File: src/rtl/mopshub_frame_gen_pkg.sv
// Shared types, constants and the frame-pack helper for the mopshub uplink frame generator.
package mopshub_frame_gen_pkg;

    typedef enum logic [2:0] {
        ST_IDLE,
        ST_LOAD,
        ST_IRQ,
        ST_WAIT_START,
        ST_WAIT_END,
        ST_WAIT_CAN,
        ST_NEXT,
        ST_DONE
    } state_t;

    localparam logic [10:0] COB_SIGN_ON = 11'h000;
    localparam logic [10:0] COB_SDO_RX  = 11'h601;

    // x^16 + x^14 + x^13 + x^11 + 1, feedback taken from bits 15,13,12,10
    localparam logic [15:0] LFSR_SEED = 16'hACE1;
    localparam logic [15:0] LFSR_TAPS = 16'hB400;

    localparam int unsigned FRAME_MAX_W = 128;

    // Packs {bus_id, cob_id, seq, fill} MSB-first into the low payload_w bits;
    // fill is zero-extended or truncated to whatever width remains.
    function automatic logic [FRAME_MAX_W-1:0] pack_frame(
        input logic [31:0]  bus_id,
        input logic [10:0]  cob_id,
        input logic [31:0]  seq,
        input logic [15:0]  fill,
        input int unsigned  payload_w,
        input int unsigned  bus_w,
        input int unsigned  seq_w
    );
        logic [FRAME_MAX_W-1:0] ones;
        logic [FRAME_MAX_W-1:0] frame;
        int unsigned            fill_w;
        fill_w = payload_w - bus_w - 11 - seq_w;
        ones   = '1;
        frame  = FRAME_MAX_W'(fill) & (ones >> (FRAME_MAX_W - fill_w));
        frame  = frame | ((FRAME_MAX_W'(seq) & (ones >> (FRAME_MAX_W - seq_w))) << fill_w);
        frame  = frame | (FRAME_MAX_W'(cob_id) << (fill_w + seq_w));
        frame  = frame | ((FRAME_MAX_W'(bus_id) & (ones >> (FRAME_MAX_W - bus_w)))
                          << (fill_w + seq_w + 11));
        return frame;
    endfunction

endpackage

File: src/rtl/mopshub_frame_gen_if.sv
// Elink read handshake between the frame generator (master) and the mopshub core (slave).
interface mopshub_frame_gen_if #(
    parameter int unsigned PAYLOAD_W = 76
);
    logic [PAYLOAD_W-1:0] payload;
    logic                 irq_elink;
    logic                 sign_on_sig;
    logic                 buffer_en;
    logic                 start_read_elink;
    logic                 end_read_elink;
    logic                 send_mes_can_done;

    modport master (
        output payload, irq_elink, sign_on_sig,
        input  buffer_en, start_read_elink, end_read_elink, send_mes_can_done
    );

    modport slave (
        input  payload, irq_elink, sign_on_sig,
        output buffer_en, start_read_elink, end_read_elink, send_mes_can_done
    );
endinterface

File: src/rtl/mopshub_bus_sel.sv
// Combinational search for the next enabled bus above cur_idx, wrapping; wrap flags a pass through index 0.
module mopshub_bus_sel #(
    parameter int unsigned N_BUSES = 32,
    parameter int unsigned BUS_W   = 5
) (
    input  logic [N_BUSES-1:0] mask,
    input  logic [BUS_W-1:0]   cur_idx,
    output logic [BUS_W-1:0]   next_idx,
    output logic               wrap
);
    logic [N_BUSES-1:0] rot;
    int unsigned        shamt;
    int unsigned        off;
    int unsigned        sum;
    logic               found;

    // Rotating the doubled mask puts bus cur_idx+1 at bit 0, so the lowest set bit is the answer.
    always_comb begin
        shamt = 32'(cur_idx) + 1;
        rot   = N_BUSES'({mask, mask} >> shamt);
        found = 1'b0;
        off   = 0;
        for (int unsigned i = 0; i < N_BUSES; i++) begin
            if (!found && rot[i]) begin
                found = 1'b1;
                off   = i;
            end
        end
        sum  = shamt + off;
        wrap = (sum >= N_BUSES);
        if (wrap) begin
            sum = sum - N_BUSES;
        end
        next_idx = BUS_W'(sum);
    end
endmodule

File: src/rtl/mopshub_frame_gen.sv
// Uplink elink frame generator: round-robin sweep of enabled CAN buses with handshake and timeout.
// Define MOPSHUB_FRAME_GEN_LFSR_EN to take the fill field from a 16-bit LFSR instead of a counter.
module mopshub_frame_gen
    import mopshub_frame_gen_pkg::*;
#(
    parameter int unsigned PAYLOAD_W    = 76,
    parameter int unsigned N_BUSES      = 32,
    parameter int unsigned BUS_W        = 5,
    parameter int unsigned MAX_CNT_SIZE = 5,
    parameter int unsigned TIMEOUT_CYC  = 1024
) (
    input  logic                    clk,
    input  logic                    rst,
    input  logic                    start,
    input  logic                    loop_en,
    input  logic [N_BUSES-1:0]      bus_mask,
    input  logic [MAX_CNT_SIZE-1:0] frames_per_bus,
    mopshub_frame_gen_if.master     elink,
    output logic                    busy,
    output logic                    done,
    output logic                    timeout_err,
    output logic [15:0]             frame_cnt
);
    localparam int unsigned     TMO_W    = $clog2(TIMEOUT_CYC) + 1;
    localparam logic [TMO_W-1:0] TMO_LAST = TMO_W'(TIMEOUT_CYC - 1);
`ifdef MOPSHUB_FRAME_GEN_LFSR_EN
    localparam logic [15:0] FILL_INIT = LFSR_SEED;
`else
    localparam logic [15:0] FILL_INIT = 16'h0000;
`endif

    state_t                  state_q, state_d;
    logic [N_BUSES-1:0]      mask_q, mask_d;
    logic [MAX_CNT_SIZE-1:0] fpb_q, fpb_d;
    logic [BUS_W-1:0]        idx_q, idx_d;
    logic [MAX_CNT_SIZE-1:0] bus_cnt_q, bus_cnt_d;
    logic [MAX_CNT_SIZE-1:0] seq_q, seq_d;
    logic                    first_sweep_q, first_sweep_d;
    logic [15:0]             fill_q, fill_d;
    logic [TMO_W-1:0]        tmo_cnt_q, tmo_cnt_d;
    logic                    timeout_err_q, timeout_err_d;
    logic [15:0]             frame_cnt_q, frame_cnt_d;
    logic [PAYLOAD_W-1:0]    payload_q, payload_d;

    logic [N_BUSES-1:0] sel_mask;
    logic [BUS_W-1:0]   sel_cur;
    logic [BUS_W-1:0]   sel_next;
    logic               sel_wrap;
    logic               sign_on;
    logic               in_wait;
    logic               in_frame;
    logic [15:0]        fill_next;

    // In IDLE the search starts from the top index so it yields the lowest bit of the live mask.
    assign sel_mask = (state_q == ST_IDLE) ? bus_mask : mask_q;
    assign sel_cur  = (state_q == ST_IDLE) ? BUS_W'(N_BUSES - 1) : idx_q;

    mopshub_bus_sel #(
        .N_BUSES (N_BUSES),
        .BUS_W   (BUS_W)
    ) u_bus_sel (
        .mask     (sel_mask),
        .cur_idx  (sel_cur),
        .next_idx (sel_next),
        .wrap     (sel_wrap)
    );

    assign sign_on  = first_sweep_q && (bus_cnt_q == '0);
    assign in_wait  = (state_q inside {ST_WAIT_START, ST_WAIT_END, ST_WAIT_CAN});
    assign in_frame = !(state_q inside {ST_IDLE, ST_DONE});

`ifdef MOPSHUB_FRAME_GEN_LFSR_EN
    assign fill_next = {fill_q[14:0], ^(fill_q & LFSR_TAPS)};
`else
    assign fill_next = fill_q + 16'd1;
`endif

    always_comb begin
        state_d       = state_q;
        mask_d        = mask_q;
        fpb_d         = fpb_q;
        idx_d         = idx_q;
        bus_cnt_d     = bus_cnt_q;
        seq_d         = seq_q;
        first_sweep_d = first_sweep_q;
        fill_d        = fill_q;
        timeout_err_d = timeout_err_q;
        frame_cnt_d   = frame_cnt_q;
        payload_d     = payload_q;

        case (state_q)
            ST_IDLE: begin
                if (start) begin
                    mask_d        = bus_mask;
                    fpb_d         = frames_per_bus;
                    idx_d         = sel_next;
                    bus_cnt_d     = '0;
                    seq_d         = '0;
                    first_sweep_d = 1'b1;
                    fill_d        = FILL_INIT;
                    timeout_err_d = 1'b0;
                    state_d       = (bus_mask != '0 && frames_per_bus != '0) ? ST_LOAD : ST_DONE;
                end
            end
            ST_LOAD: begin
                if (elink.buffer_en) begin
                    payload_d = PAYLOAD_W'(pack_frame(32'(idx_q),
                                                      sign_on ? COB_SIGN_ON : COB_SDO_RX,
                                                      32'(seq_q), fill_q,
                                                      PAYLOAD_W, BUS_W, MAX_CNT_SIZE));
                    fill_d    = fill_next;
                    state_d   = ST_IRQ;
                end
            end
            ST_IRQ: state_d = ST_WAIT_START;
            ST_WAIT_START: begin
                if (elink.start_read_elink) begin
                    state_d = elink.end_read_elink ? ST_WAIT_CAN : ST_WAIT_END;
                end else if (tmo_cnt_q == TMO_LAST) begin
                    timeout_err_d = 1'b1;
                    state_d       = ST_NEXT;
                end
            end
            ST_WAIT_END: begin
                if (elink.end_read_elink) begin
                    state_d = ST_WAIT_CAN;
                end else if (tmo_cnt_q == TMO_LAST) begin
                    timeout_err_d = 1'b1;
                    state_d       = ST_NEXT;
                end
            end
            ST_WAIT_CAN: begin
                if (elink.send_mes_can_done) begin
                    frame_cnt_d = frame_cnt_q + 16'd1;
                    state_d     = ST_NEXT;
                end else if (tmo_cnt_q == TMO_LAST) begin
                    timeout_err_d = 1'b1;
                    state_d       = ST_NEXT;
                end
            end
            ST_NEXT: begin
                seq_d   = seq_q + 1'b1;
                state_d = ST_LOAD;
                if ((bus_cnt_q + 1'b1) == fpb_q) begin
                    bus_cnt_d = '0;
                    idx_d     = sel_next;
                    if (sel_wrap) begin
                        if (loop_en) begin
                            first_sweep_d = 1'b0;
                        end else begin
                            state_d = ST_DONE;
                        end
                    end
                end else begin
                    bus_cnt_d = bus_cnt_q + 1'b1;
                end
            end
            ST_DONE: state_d = ST_IDLE;
            default: state_d = ST_IDLE;
        endcase

        tmo_cnt_d = (in_wait && state_d == state_q) ? tmo_cnt_q + 1'b1 : '0;
    end

    always_ff @(posedge clk) begin
        if (rst) begin
            state_q       <= ST_IDLE;
            mask_q        <= '0;
            fpb_q         <= '0;
            idx_q         <= '0;
            bus_cnt_q     <= '0;
            seq_q         <= '0;
            first_sweep_q <= 1'b0;
            fill_q        <= FILL_INIT;
            tmo_cnt_q     <= '0;
            timeout_err_q <= 1'b0;
            frame_cnt_q   <= '0;
            payload_q     <= '0;
        end else begin
            state_q       <= state_d;
            mask_q        <= mask_d;
            fpb_q         <= fpb_d;
            idx_q         <= idx_d;
            bus_cnt_q     <= bus_cnt_d;
            seq_q         <= seq_d;
            first_sweep_q <= first_sweep_d;
            fill_q        <= fill_d;
            tmo_cnt_q     <= tmo_cnt_d;
            timeout_err_q <= timeout_err_d;
            frame_cnt_q   <= frame_cnt_d;
            payload_q     <= payload_d;
        end
    end

    assign elink.payload     = payload_q;
    assign elink.irq_elink   = (state_q == ST_IRQ);
    assign elink.sign_on_sig = in_frame && sign_on;
    assign busy              = (state_q != ST_IDLE);
    assign done              = (state_q == ST_DONE);
    assign timeout_err       = timeout_err_q;
    assign frame_cnt         = frame_cnt_q;
endmodule
File: src/flat_wrapper.sv
// flat-port wrapper written by rule: the top's interface ports become plain ports
module mopshub_frame_gen_flat import mopshub_frame_gen_pkg::*;
#(
    parameter int unsigned PAYLOAD_W    = 76,
    parameter int unsigned N_BUSES      = 32,
    parameter int unsigned BUS_W        = 5,
    parameter int unsigned MAX_CNT_SIZE = 5,
    parameter int unsigned TIMEOUT_CYC  = 1024
)
  (clk, rst, start, loop_en, bus_mask, frames_per_bus, busy, done, timeout_err, frame_cnt, elink_payload, elink_irq_elink, elink_sign_on_sig, elink_buffer_en, elink_start_read_elink, elink_end_read_elink, elink_send_mes_can_done);
  mopshub_frame_gen_if #(.PAYLOAD_W(PAYLOAD_W)) elink_i ();
  input  logic clk;
  input  logic rst;
  input  logic start;
  input  logic loop_en;
  input  logic [N_BUSES-1:0] bus_mask;
  input  logic [MAX_CNT_SIZE-1:0] frames_per_bus;
  output logic busy;
  output logic done;
  output logic timeout_err;
  output logic [15:0] frame_cnt;
  output wire logic [$bits(elink_i.payload)-1:0] elink_payload;
  output wire logic [$bits(elink_i.irq_elink)-1:0] elink_irq_elink;
  output wire logic [$bits(elink_i.sign_on_sig)-1:0] elink_sign_on_sig;
  input wire logic [$bits(elink_i.buffer_en)-1:0] elink_buffer_en;
  input wire logic [$bits(elink_i.start_read_elink)-1:0] elink_start_read_elink;
  input wire logic [$bits(elink_i.end_read_elink)-1:0] elink_end_read_elink;
  input wire logic [$bits(elink_i.send_mes_can_done)-1:0] elink_send_mes_can_done;
  assign elink_payload = elink_i.payload;
  assign elink_irq_elink = elink_i.irq_elink;
  assign elink_sign_on_sig = elink_i.sign_on_sig;
  assign elink_i.buffer_en = elink_buffer_en;
  assign elink_i.start_read_elink = elink_start_read_elink;
  assign elink_i.end_read_elink = elink_end_read_elink;
  assign elink_i.send_mes_can_done = elink_send_mes_can_done;
  mopshub_frame_gen #(.PAYLOAD_W(PAYLOAD_W), .N_BUSES(N_BUSES), .BUS_W(BUS_W), .MAX_CNT_SIZE(MAX_CNT_SIZE), .TIMEOUT_CYC(TIMEOUT_CYC)) u_core (.clk(clk), .rst(rst), .start(start), .loop_en(loop_en), .bus_mask(bus_mask), .frames_per_bus(frames_per_bus), .elink(elink_i), .busy(busy), .done(done), .timeout_err(timeout_err), .frame_cnt(frame_cnt));
endmodule
File: config.mk
export PLATFORM = sky130hd
export DESIGN_NAME = mopshub_frame_gen_flat
export DESIGN_NICKNAME = d
export VERILOG_FILES = /design/src/rtl/mopshub_frame_gen_pkg.sv /design/src/rtl/mopshub_frame_gen_if.sv /design/src/rtl/mopshub_bus_sel.sv /design/src/rtl/mopshub_frame_gen.sv /design/src/flat_wrapper.sv
export SDC_FILE = /design/constraint.sdc
export NUM_CORES = 1
export LEC_CHECK = 0
export BUFFER_PORTS_ARGS = -buffer_cell sky130_fd_sc_hd__buf_2
export CELL_PAD_IN_SITES_DETAIL_PLACEMENT = 0
export CELL_PAD_IN_SITES_GLOBAL_PLACEMENT = 1
export CORE_UTILIZATION = 40
export CTS_CLUSTER_SIZE = 14
export DETAILED_ROUTE_END_ITERATION = 10
export PLACE_DENSITY = 0.79
export SLEW_MARGIN = 20
export SYNTH_ARGS = -nofsm -noshare
export SYNTH_HDL_FRONTEND = slang
export SYNTH_SLANG_ARGS = --single-unit
File: constraint.sdc
create_clock -name clk -period 5.7 [get_ports clk]
set_input_delay 0.285 -clock clk [delete_from_list [all_inputs] [get_ports clk]]
set_output_delay 0.285 -clock clk [all_outputs]
set_load 0.05 [all_outputs]
Word level (Yosys, flattened, before mapping)
Cells that the tools add are included.
- flip-flop bits (word level): 176
- latch bits: 0
- RAM bits: 0
- memory bits (read-only): 0
- input port bits: 45
- logic and storage cells: 229
- memories: 0
- add/subtract/negate cells: 8
- $mul: 0
- div/mod/pow operators: 0
- magnitude comparators: 1
- equality and inequality tests: 18
- shifts and indexed selects: 1
- mux-type cells: 99
- bitwise operators: 4
- reduce and logical (&&, ||, !) cells: 86
- operators with widths (operator ; count):
    32-bit 2-to-1 mux ; 31
    76-bit by 71-bit OR with 76-bit output ; 1
    76-bit OR ; 1
    64-bit by 32-bit >> shifter with 32-bit output ; 1
    16-bit by 60-bit OR with 60-bit output ; 1
    1-bit 2-to-1 mux ; 42
    1-bit logical AND ; 35
    16-bit by 1-bit adder with 16-bit output, second input constant ; 2
    6-bit by 32-bit adder with 32-bit output ; 1
    32-bit by 6-bit >= comparator with 1-bit output, second input constant ; 1
    1-bit zero test ; 32
    16-bit 2-to-1 mux ; 2
    16-bit case mux with 2 select lines ; 1
    32-bit nonzero test ; 1
    3-bit 2-to-1 mux ; 10
    5-bit 2-to-1 mux ; 6
    5-bit case mux with 2 select lines ; 3
    3-bit case mux with 8 select lines ; 1
    3-bit == test, second input constant ; 4
    2-bit inequality test, second input constant ; 6
    11-bit by 1-bit adder with 11-bit output, second input constant ; 1
    11-bit by 10-bit == test with 1-bit output, second input constant ; 1
    11-bit 2-to-1 mux ; 1
    5-bit by 1-bit adder with 5-bit output, second input constant ; 2
    20 further kinds ; 30

Longest topological paths before layout
Gate-level depths: netlist (run 1).
- depth in word-level cells: 107
- gate-level depth with buffers: 24
- mapped depth without buffers: 20

Modules after synthesis
Synthesis (run 1) repeated with hierarchy kept, for this count alone.
- cells, all modules: 1185
- area, all modules: 9514.1 um2
- by module, submodules not included (module ; instances ; cells each ; area an instance (um2) ; sequential area each (um2)):
    mopshub_frame_gen ; 1 ; 836 ; 6372.4 ; 2542.4
    mopshub_bus_sel ; 1 ; 349 ; 3141.8 ; 0.0

Worst setup path after synthesis (run 1)
Ideal clock, no wire load.
- path type: reg-to-reg
- from: reg u_core.idx_q[1]
- to: reg u_core.tmo_cnt_q[2]
- library setup time: 0.128 ns
- data arrival time: 4.573 ns
- data required time: 5.572 ns
- path slack: 1.000 ns
- cell stages (with the launch flop): 22
- path buffers: 3
- clock period less this slack: 4.700 ns
- cell sequence: dfxtp_1 buf_6 buf_8 mux2_4 mux4_2 a221o_1 o22ai_2 and4_1 nor4b_4 nand4_2 or3_1 o311ai_1 ha_1 o21ai_0 a21boi_0 o21ai_0 a211o_1 a21oi_1 nor4_1 o21bai_1 clkbuf_1 nor2_1
- longest elaborated chain between the ends: 106
- RTL lines (element ; RTL line ; source):
    from (decl) ; mopshub_frame_gen.sv:35 ; logic [BUS_W-1:0] idx_q, idx_d;
    from (signal assigned) ; mopshub_frame_gen.sv:183 ; idx_q <= idx_d;
    5-bit 2-to-1 mux (*) ; mopshub_frame_gen.sv:56 ; assign sel_cur = (state_q == ST_IDLE) ? BUS_W'(N_BUSES - 1) : idx_q;
    5-bit by 1-bit adder with 6-bit output (*) ; mopshub_bus_sel.sv:19 ; shamt = 32'(cur_idx) + 1;
    64-bit by 32-bit >> shifter with 32-bit output ; mopshub_bus_sel.sv:20 ; rot = N_BUSES'({mask, mask} >> shamt);
    1-bit 2-to-1 mux ; mopshub_bus_sel.sv:24 ; if (!found && rot[i]) begin
    1-bit zero test ; mopshub_bus_sel.sv:24 ;
    1-bit logical AND ; mopshub_bus_sel.sv:24 ;
    1-bit 2-to-1 mux ; mopshub_bus_sel.sv:24 ;
    1-bit zero test ; mopshub_bus_sel.sv:24 ;
    [... 90 more ...] ; -- ;
    32-bit by 6-bit >= comparator with 1-bit output (*) ; mopshub_bus_sel.sv:30 ; wrap = (sum >= N_BUSES);
    3-bit 2-to-1 mux (*) ; mopshub_frame_gen.sv:147 ; if (sel_wrap) begin
    3-bit 2-to-1 mux (*) ; mopshub_frame_gen.sv:144 ; if ((bus_cnt_q + 1'b1) == fpb_q) begin
    3-bit case mux with 8 select lines (*) ; mopshub_frame_gen.sv:91 ; case (state_q)
    3-bit == test (*) ; mopshub_frame_gen.sv:162 ; tmo_cnt_d = (in_wait && state_d == state_q) ? tmo_cnt_q + 1'b1 : '0;
    1-bit logical AND (*) ; mopshub_frame_gen.sv:162 ;
    1-bit NOT (no source line) (*) ; -- ;
    2-bit OR reduction (no source line) (*) ; -- ;
    to (signal assigned) ; mopshub_frame_gen.sv:188 ; tmo_cnt_q <= tmo_cnt_d;
    to (decl) ; mopshub_frame_gen.sv:40 ; logic [TMO_W-1:0] tmo_cnt_q, tmo_cnt_d;
Mark *: on every way between the ends. The rest lies on a longest branch, timed or not.
A chain may end at the register's enable or synchronous reset.

Worst setup path in the final report (run 1)
- from: reg u_core.idx_q[3]
- to: reg u_core.tmo_cnt_q[3]
Same word-level chain as after synthesis.

==> out/qor.yml, run 1 <==
outcome: "finished clean"
finalNetCount: 1305
setup_violations: 0
grt_use_total_pct: 28.92
holdPathStages: 3
fin_tns_setup_ns: 0
synthTopCellsByArea: "dfxtp_1, mux4_2, nand2_1"
rsz0062_at_grt: "no"
peakVddDrop_mv: 0.1722
clockBufferDepth: 2
postRouteWirelength_mm: 34.35
portBuffers: 94
path_clk_slew_ns: 0.07
cts_tree: "done"
antennaDiodeCount: 0
cp-start-kind: "register"
grt_pass1_vias: 8699
rows: 55
syn_to_final_growth_pct: 14.62
finalHoldViolCount: 0
place_congestion: 1.007
cp.required_ns: 6.06
die_x_um: 155.5
r2r_slack_ns: 0.36
die_h_um: 155.5
ys_types: 78
grt_max_degree: 104
r2r_cells: 21
critPathCaptureType: "register"
hp-class: "in2reg"
start_util_pct: 41.25
gr-total-overflow: 0
antenna_found_initial: 0
pre_cts_slack_ns: 0.2729
numCtsBuffers: 17
io_pins: 142
synth-edff-count: 0
synth.largest_area_cell: "dfxtp_1"
final-seq-area_um2: 2547
multiInputGateArea_um2: 6261
hold_start: "frames_per_bus[3]"
cpPeakStageDelay_ns: 0.55
yosysSeqAreaShare_pct: 26.98
dieArea_um2: 24180
clock_sinks: 127
stdcell_area_um2: 10800
clk-insertion-delay-late_ns: 0.43
p_total_mw: 4.328
min_to: "u_core.fpb_q[3]"
dr.pass1.iters: 5
postPlaceCellArea_um2: 10130
ys.flop_type: "dfxtp_1"
synth.avg_cell_area_um2: 8.117
n_fill_cell: 2298
wl_per_cell_um: 21.82
max_slew_margin_pct: 45.57
crit_type: "reg2reg"
setup_ws_ns: 0.3642
synth_common_cells: "nand2_1, dfxtp_1, nor2_1"
cp_max_fo: 15
cp_top_family: "compound AO/OA/AOI/OAI gates"
finish.utilization_pct: 47.28
syn_area_um2: 9424
drive_above_1_share_pct: 21.25
powerDensity_nw_per_um2: 400.6
async_flop_share_pct: 0
drc: 0
vias: 9274
drv_slew: 0
drv_cap: 0
h-tree-depth: 4
finClkSkew_ns: 0.01253
yosys_warnings: 0
arrival_ns: 5.70
p_leak_nw: 4.197
drt_iter0_drc: 904
cpMaxStageDelayCell: "dfxtp_1"
grt_pass1_wl_mm: 52.62
worstPathCellList: "buf_4 -> mux4_1 -> mux4_2 -> nand2b_1 -> and4bb_2 -> o211ai_2 -> nor4b_4 -> nand3b_1 -> o22a_1 -> o21ai_0 -> ha_1 -> nor2b_1 -> o21ai_0 -> a21boi_0 -> o21ai_1 -> a211o_1 -> a21oi_1 -> nor4_1 -> o21bai_1 -> buf_4 -> nor2_1"
reg2reg_from: "u_core.idx_q[3]"
tightest_slew_ns: 0.8063
via_per_inst: 5.892
period_share_pct: 93.61
max_freq_ghz: 0.1874
finalCriticalPeriod_ns: 5.336
yosysMostFrequentCell: "nand2_1"
synth_top_area_share_pct: 26.98
post-dp-hpwl_mm: 25.52
drtAntennaViolNets: 0
syn_inst: 1161
critPathBufInv: 2
ys_ff_latch: 127
cts_root_buf: "clkbuf_16"
worst_r2r_endpoint: "u_core.tmo_cnt_q[3]"
core_area_um2: 22850
[worst max-delay path by stage]
stage                    startpoint                   end  slack, ns  cells past startpoint
floorplan           u_core.idx_q[1]   u_core.tmo_cnt_q[2]        1.0                     21
global placement    u_core.idx_q[1]  u_core.tmo_cnt_q[10]       0.36                     20
finish              u_core.idx_q[3]   u_core.tmo_cnt_q[3]       0.36                     21
global route        u_core.idx_q[3]   u_core.tmo_cnt_q[2]       0.01                     21
CTS                 u_core.idx_q[1]   u_core.tmo_cnt_q[3]       0.22                     21
detailed placement  u_core.idx_q[1]  u_core.tmo_cnt_q[10]       0.27                     21
[cell families (layout without fill, tap and decap cells)]
family,after synthesis,in the layout,share of synthesized area [%]
multiplexers,129,129,20.14
AO/OA/AOI/OAI,231,231,15.93
XOR/XNOR,47,47,4.368
other,1,47,0.03979
AND/OR/NAND/NOR,468,468,22.40
flip-flops,127,127,26.98
buffers and inverters,146,200,8.470
adder cells (fa/ha/maj),12,12,1.673
[routing by layer]
layer | part of all wire (%) | track usage, % | vias to the layer above
met5 | 0 | 0 | -
met4 | 6.2 | 17.09 | 0
met3 | 8.6 | 5.655 | 135
met2 | 43 | 43.88 | 516
met1 | 42 | 38.09 | 4361
li1 | - | - | 4262
[flip-flops by register name, summed over array words and instances (netlist names)]
signal	count
u_core.bus_cnt_q	5
u_core.elink.payload	27
u_core.fill_q	16
u_core.first_sweep_q	1
u_core.fpb_q	5
u_core.frame_cnt	16
u_core.idx_q	5
u_core.mask_q	32
u_core.seq_q	5
u_core.state_q	3
u_core.timeout_err	1
u_core.tmo_cnt_q	11
[worst register-to-register path: stages (launching register included)]
cell and delay [ns]:
dfxtp_1 0.55, buf_4 0.32, mux4_1 0.41, mux4_2 0.48
nand2b_1 0.17, and4bb_2 0.33, o211ai_2 0.15, nor4b_4 0.36
nand3b_1 0.18, o22a_1 0.23, o21ai_0 0.16, ha_1 0.31
nor2b_1 0.13, o21ai_0 0.21, a21boi_0 0.16, o21ai_1 0.23
a211o_1 0.22, a21oi_1 0.09, nor4_1 0.24, o21bai_1 0.09
buf_4 0.17, nor2_1 0.11
[final cells by class]
class | instances | share of cell area [%]
Multi-Input combinational cell | 934 | 57.96
Sequential cell | 127 | 23.58
Timing Repair Buffer | 147 | 8.514
Clock inverter | 14 | 1.610
Tap cell | 313 | 3.626
Inverter | 21 | 0.7298
Clock buffer | 18 | 3.973
[placed cells by master, fill, tap and decap left out, types with 19 or more instances in the layout]
master and count:
nand2_1 203, dfxtp_1 125, nor2_1 121, a21oi_1 98, buf_2 93, mux2i_1 58
buf_4 49, conb_1 47, mux4_2 44, nand3_1 35, xor2_1 29, mux2_2 23
inv_1 19, o22ai_1 19
[metrics by stage]
step | instances | hold slack [ns]
2_1_floorplan | 1207 | 0.4210
3_3_place_gp | 1538 | 0.4423
3_5_place_dp | 1538 | 0.4432
4_1_cts | 1570 | 0.09249
5_1_grt | 1574 | 0.1097
6_report | 1574 | 0.1073
[power by group]
part	internal, mW	switching [mW]	total (mW)
sequential	0.933	0.108	1.04
clock	0.661	0.479	1.14
combinational	0.844	1.30	2.15
total	2.44	1.89	4.33
[what timing repair did]
item | in CTS | in global routing
buffers inserted | 0 | 4
setup endpoints to repair | 0 | 11
resized for setup | 0 | 2
hold buffers | 0 | 0
Power figures use the tool's default switching activity.
==> run 2: changes to the inputs <==
--- a/config.mk
+++ b/config.mk
@@ -9,10 +9,12 @@
 export CELL_PAD_IN_SITES_DETAIL_PLACEMENT = 0
 export CELL_PAD_IN_SITES_GLOBAL_PLACEMENT = 1
 export CORE_UTILIZATION = 40
+export CTS_CLUSTER_DIAMETER = 150
 export CTS_CLUSTER_SIZE = 14
 export DETAILED_ROUTE_END_ITERATION = 10
 export PLACE_DENSITY = 0.79
 export SLEW_MARGIN = 20
 export SYNTH_ARGS = -nofsm -noshare
 export SYNTH_HDL_FRONTEND = slang
+export SYNTH_HIERARCHICAL = 1
 export SYNTH_SLANG_ARGS = --single-unit
==> out/qor.yml, run 2 <==
final_common_cell: "nand2_1"
period_share_pct: 96.86  # +3.3 points
ys_ff_latch: 127  # unchanged
final_cells: 1592  # +1.1%
finalNetCount: 1320  # +1.1%
cts_hold_repair.buffers: 0  # unchanged
dieArea_um2: 24410  # +0.95%
clk-insertion-delay-late_ns: 0.41  # -0.02 ns
cpMaxStageDelayCell: "mux4_2"
reg2reg_from: "u_core/state_q[2]"
clock_sinks: 127  # unchanged
worstPathCellList: "nor3_4 -> inv_4 -> buf_12 -> nand2_1 -> nand2_1 -> mux4_2 -> mux4_2 -> mux2_4 -> nor4_4 -> nand2b_4 -> or4_1 -> nand4bb_1 -> ha_1 -> inv_1 -> o21bai_1 -> a21o_1 -> a21o_1 -> nor3b_4 -> o2111ai_4 -> a221oi_2 -> buf_4 -> nor4_1"
tightest_slew_ns: 0.8554  # +0.04912 ns
cp-start-kind: "register"
path_clk_slew_ns: 0.06  # about the same
drive_above_1_share_pct: 23.33  # +2.1 points
rows: 56  # +1.8%
dr.pass1.iters: 8  # +3
final_cell_mix: "nand2_1, dfxtp_1, a21oi_1"
cp_top_family: "simple AND/OR/NAND/NOR gates"
drv_cap: 0  # unchanged
postRouteWirelength_mm: 27.44  # -20%
r2r_cells: 22  # +4.8%
yosysSeqAreaShare_pct: 26.72  # -0.26 points
io_pins: 142  # unchanged
synth-edff-count: 0  # unchanged
gr-total-overflow: 0  # unchanged
synth_top_area_share_pct: 26.72  # -0.26 points
cp_max_fo: 28  # +13
rsz0062_at_grt: "yes"
post-dp-hpwl_mm: 19.70  # -23%
die_x_um: 156.2  # +0.47%
crit_type: "reg2reg"
finClkSkew_ns: 0.007313  # -0.005214 ns
grt_max_degree: 81  # -22%
ys.flop_type: "dfxtp_1"
max_freq_ghz: 0.1811  # -3.4%
synth.largest_area_cell: "dfxtp_1"
ys_types: 93  # +19%
vias: 8880  # -4.2%
dp.cells: 1552  # +0.91%
finish.utilization_pct: 47.17  # -0.11 points
grt_pass1_wl_mm: 43.24  # -18%
setup_violations: 0  # unchanged
grt_pass1_vias: 7931  # -8.8%
yosys_warnings: 6  # +6
syn_to_final_growth_pct: 16.03
start_util_pct: 40.65  # -0.59 points
synth.avg_cell_area_um2: 8.029  # -1.1%
synthTopCellsByArea: "dfxtp_1, nand2_1, mux4_2"
wl_per_cell_um: 17.23  # -21%
async_flop_share_pct: 0  # unchanged
drt_iter0_drc: 661  # -27%
max_slew_margin_pct: 42.97  # -2.6 points
synth_common_cells: "nand2_1, dfxtp_1, a21oi_1"
drv_slew: 0  # unchanged
path_depth: 22  # +4.8%
outcome: "complete, but fails checks"
finalCriticalPeriod_ns: 5.521  # +0.1855 ns
arrival_ns: 5.77  # +0.07 ns
cp-startpoint: "u_core/state_q[2]"
numCtsBuffers: 17  # unchanged
drtAntennaViolNets: 0  # unchanged
syn_area_um2: 9514  # +0.96%
finalHoldViolCount: 0  # unchanged
largest_reg_flops: 32  # unchanged
place_congestion: 0.9570  # -5.0%
grt_use_total_pct: 22.27  # -6.6 points
drc: 1  # +1
via_per_inst: 5.578  # -5.3%
r2r_slack_ns: 0.18  # -0.19 ns
violations: "DRC"
cts_tree: "done"
core_area_um2: 23400  # +2.4%
yosysMostFrequentCell: "nand2_1"
h-tree-depth: 4  # unchanged
syn_inst: 1185  # +2.1%
top_register: "u_core/mask_q"
cpPeakStageDelay_ns: 0.56  # about the same
worst_r2r_endpoint: "u_core/tmo_cnt_q[5]"
portBuffers: 94  # unchanged
die_h_um: 156.2  # +0.47%
n_fill_cell: 2361  # +2.7%
critPathBufInv: 4  # +2
antennaDiodeCount: 0  # unchanged
hp-class: "in2reg"
antenna_found_initial: 0  # unchanged
cp.required_ns: 5.95  # -0.11 ns
critPathCapture: "u_core/tmo_cnt_q[5]"
clockBufferDepth: 2  # unchanged
critPathCaptureType: "register"
cts_root_buf: "clkbuf_16"
run 2: kinds of logic (layout without fill, tap and decap cells):
group	after synthesis	in the layout	synth area share, %
AO/OA/AOI/OAI	222	222	15.01
AND/OR/NAND/NOR	540	541	27.64
XOR/XNOR	40	40	3.761
other	1	47	0.03942
multiplexers	93	93	16.50
adder cells (fa/ha/maj)	13	13	1.710
buffers and inverters	149	190	8.614
flip-flops	127	127	26.72
run 2: tightest hold or removal path: stages:
cell     delay [ns]
buf_2          0.11
nand2_1        0.05
a21oi_1        0.05
run 2: what timing repair did:
item / CTS / global route
resized for setup: 1 / 55
setup endpoints to repair: 5 / 11
pin swaps: 0 / 9
setup buffers: 0 / 8
cloned: 0 / 2
run 2: worst min path at each step:
| stage | slack, ns | cells past startpoint | start | to |
|---|---|---|---|---|
| finish | 0.13 | 3 | bus_mask[20] | u_core/mask_q[20] |
| global route | 0.14 | 3 | bus_mask[18] | u_core/mask_q[18] |
| CTS | 0.12 | 3 | bus_mask[22] | u_core/mask_q[22] |
| detailed placement | 0.44 | 2 | u_core/elink.payload[13] | u_core/elink.payload[13] |
| global placement | 0.44 | 2 | u_core/elink.payload[55] | u_core/elink.payload[55] |
| floorplan | 0.42 | 2 | bus_mask[0] | u_core/mask_q[0] |
run 2: stage by stage:
| stage | TNS (ns) | setup slack (ns) | hold WS (ns) | instance area [µm²] |
|---|---|---|---|---|
| 2_1_floorplan | 0 | 0.02983 | 0.4210 | 9688 |
| 3_3_place_gp | 0 | 0.09784 | 0.4410 | 10140 |
| 3_5_place_dp | -0.003423 | -0.003423 | 0.4437 | 10140 |
| 4_1_cts | 0 | 0.02803 | 0.1174 | 10760 |
| 5_1_grt | -0.9007 | -0.1345 | 0.1353 | 11040 |
| 6_report | 0 | 0.1787 | 0.1347 | 11040 |
run 2: layout make-up:
cell class / count / area, µm² / area share [%]
timing repair buffer: 138 / 862.1 / 7.809
multi-input combinational: 956 / 6534 / 59.19
tap: 319 / 399.1 / 3.616
sequential: 127 / 2542 / 23.03
clock buffer: 21 / 480.5 / 4.352
clock inverter: 9 / 132.6 / 1.201
inverter: 22 / 88.84 / 0.8047
run 2: layer usage:
metal | track usage, % | wire (µm) | up-vias | share of wire, %
met4 | 6.396 | 673 | 0 | 2.5
met5 | 0 | 0 | - | 0
met3 | 3.434 | 1596 | 58 | 5.8
met1 | 30.27 | 12070 | 4201 | 44
li1 | - | - | 4286 | -
met2 | 36.42 | 13100 | 335 | 48
Power of run 2 is not shown: default switching activity piles up to over one toggle a cycle in this logic, so the estimate is an artifact.
==> run 3: changes to the inputs <==
--- a/config.mk
+++ b/config.mk
@@ -5,14 +5,14 @@
 export SDC_FILE = /design/constraint.sdc
 export NUM_CORES = 1
 export LEC_CHECK = 0
-export BUFFER_PORTS_ARGS = -buffer_cell sky130_fd_sc_hd__buf_2
 export CELL_PAD_IN_SITES_DETAIL_PLACEMENT = 0
 export CELL_PAD_IN_SITES_GLOBAL_PLACEMENT = 1
 export CORE_UTILIZATION = 40
 export CTS_CLUSTER_DIAMETER = 150
 export CTS_CLUSTER_SIZE = 14
 export DETAILED_ROUTE_END_ITERATION = 10
-export PLACE_DENSITY = 0.79
+export DONT_BUFFER_PORTS = 1
+export PLACE_DENSITY = 0.72
 export SLEW_MARGIN = 20
 export SYNTH_ARGS = -nofsm -noshare
 export SYNTH_HDL_FRONTEND = slang
==> out/qor.yml, run 3 (synthesis results as in run 2) <==
outcome: "complete, but fails checks"
violations: "DRC"
cp_max_fo: 26  # -7.1%
drtAntennaViolNets: 0  # unchanged
setup_ws_ns: 0.09156  # -0.08714 ns
clk-insertion-delay-late_ns: 0.42  # about the same
clockBufferDepth: 2  # unchanged
largest_reg_flops: 32  # unchanged
final_common_cell: "nand2_1"
h-tree-depth: 4  # unchanged
postPlaceCellArea_um2: 9692  # -4.4%
numCtsBuffers: 17  # unchanged
via_per_inst: 5.764  # +3.3%
setup_violations: 0  # unchanged
met2_length_mm: 13.59  # +3.8%
final_cell_mix: "nand2_1, dfxtp_1, a21oi_1"
grt_use_total_pct: 23.23  # +0.96 points
portBuffers: 0  # -100%
cp-start-kind: "register"
finalHoldViolCount: 0  # unchanged
clock_sinks: 127  # unchanged
cpMaxStageDelayCell: "mux4_2"
cpPeakStageDelay_ns: 0.58  # +0.02 ns
critPathCaptureType: "register"
path_clk_slew_ns: 0.06  # about the same
finalNetCount: 1264  # -4.2%
grt_max_degree: 103  # +27%
period_share_pct: 98.39  # +1.5 points
io_pins: 142  # unchanged
stdcell_area_um2: 10910  # -1.2%
die_h_um: 156.2  # unchanged
rows: 56  # unchanged
drive_above_1_share_pct: 17.24  # -6.1 points
drv_cap: 0  # unchanged
die_x_um: 156.2  # unchanged
top_register: "u_core/mask_q"
syn_to_final_growth_pct: 14.66
routed.top_layer: "met4"
cp.required_ns: 5.98  # +0.03 ns
drt_iter0_drc: 746  # +13%
finalCriticalPeriod_ns: 5.608  # +0.08714 ns
antennaDiodeCount: 0  # unchanged
dp.cells: 1457  # -6.1%
dieArea_um2: 24410  # unchanged
grt_pass1_wl_mm: 44.80  # +3.6%
arrival_ns: 5.89  # +0.12 ns
critPathBufInv: 4  # unchanged
wl_met1_mm: 12.46  # +3.2%
place_congestion: 0.9528  # -0.44%
gr-total-overflow: 0  # unchanged
finish.utilization_pct: 46.62  # -0.56 points
dr.pass1.iters: 8  # unchanged
postRouteWirelength_mm: 28.64  # +4.4%
drv_slew: 0  # unchanged
cts_tree: "done"
grt_pass1_vias: 8016  # +1.1%
crit_type: "reg2reg"
wl_per_cell_um: 18.63  # +8.1%
wl_met3_mm: 1.875  # +17%
vias: 8860  # -0.23%
worstPathCellList: "nor3_4 -> inv_4 -> buf_12 -> nand2_1 -> nand2_2 -> mux4_2 -> mux4_2 -> mux2i_2 -> o21ai_1 -> or3_1 -> nand2b_4 -> or4_1 -> nand4bb_1 -> ha_1 -> inv_1 -> o21bai_1 -> a21o_1 -> a21o_1 -> nor3b_4 -> o2111ai_4 -> a221oi_2 -> buf_4 -> nor4_1"
post-dp-hpwl_mm: 19.56  # -0.72%
finClkSkew_ns: 0.01755  # +0.01024 ns
max_freq_ghz: 0.1783  # -1.6%
hp-class: "in2reg"
rsz0062_at_grt: "yes"
cts_root_buf: "clkbuf_16"
tightest_slew_ns: 0.8186  # -0.03683 ns
drc: 1  # unchanged
final_cells: 1537  # -3.5%
start_util_pct: 40.65  # unchanged
antenna_found_initial: 0  # unchanged
core_area_um2: 23400  # unchanged
max_slew_margin_pct: 45.19  # +2.2 points
pre_cts_slack_ns: -0.02796  # -0.02453 ns
cp_top_family: "simple AND/OR/NAND/NOR gates"
-- run 3: path summary, 6_finish.rpt --
path / end / cells after the start / slack [ns] / startpoint
max: u_core/tmo_cnt_q[10] / 23 / 0.09 / u_core/state_q[2]
min: u_core/mask_q[13] / 2 / 0.02 / bus_mask[13]
max reg2reg: u_core/tmo_cnt_q[10] / 23 / 0.09 / u_core/state_q[2]
min reg2reg: u_core/mask_q[31] / 2 / 0.45 / u_core/mask_q[31]
-- run 3: routing by layer --
metal,track usage (%),vias to the layer above
li1,-,4188
met1,31.51,4303
met2,36.80,324
met3,3.877,45
met4,8.917,0
met5,0,-
-- run 3: metrics by stage --
| step | hold WS, ns | TNS (ns) |
|---|---|---|
| after floorplan | 0.4210 | 0 |
| after global placement | 0.3608 | 0 |
| after detailed placement | 0.3623 | -0.04145 |
| after CTS | 0.0004199 | 0 |
| after global routing | 0.01339 | -1.116 |
| final | 0.01878 | 0 |
-- run 3: cell type report --
type	instances	area (µm²)
multi-input cells	956	6520
flip-flops and latches	127	2545
clock inverters	12	112.6
repair buffers	82	804.5
clock buffers	19	442.9
inverters	22	85.08
fillers	2348	12490
well taps	319	399.1
-- run 3: repair_timing --
action,4_1_cts,5_1_grt
gates resized for setup,1,56
endpoints found under the setup margin,5,11
hold endpoints to repair,102,0
setup buffers,0,12
pin swaps,0,11
gates cloned,0,2
hold buffers,35,0
Power of run 3 is left out for the same reason.
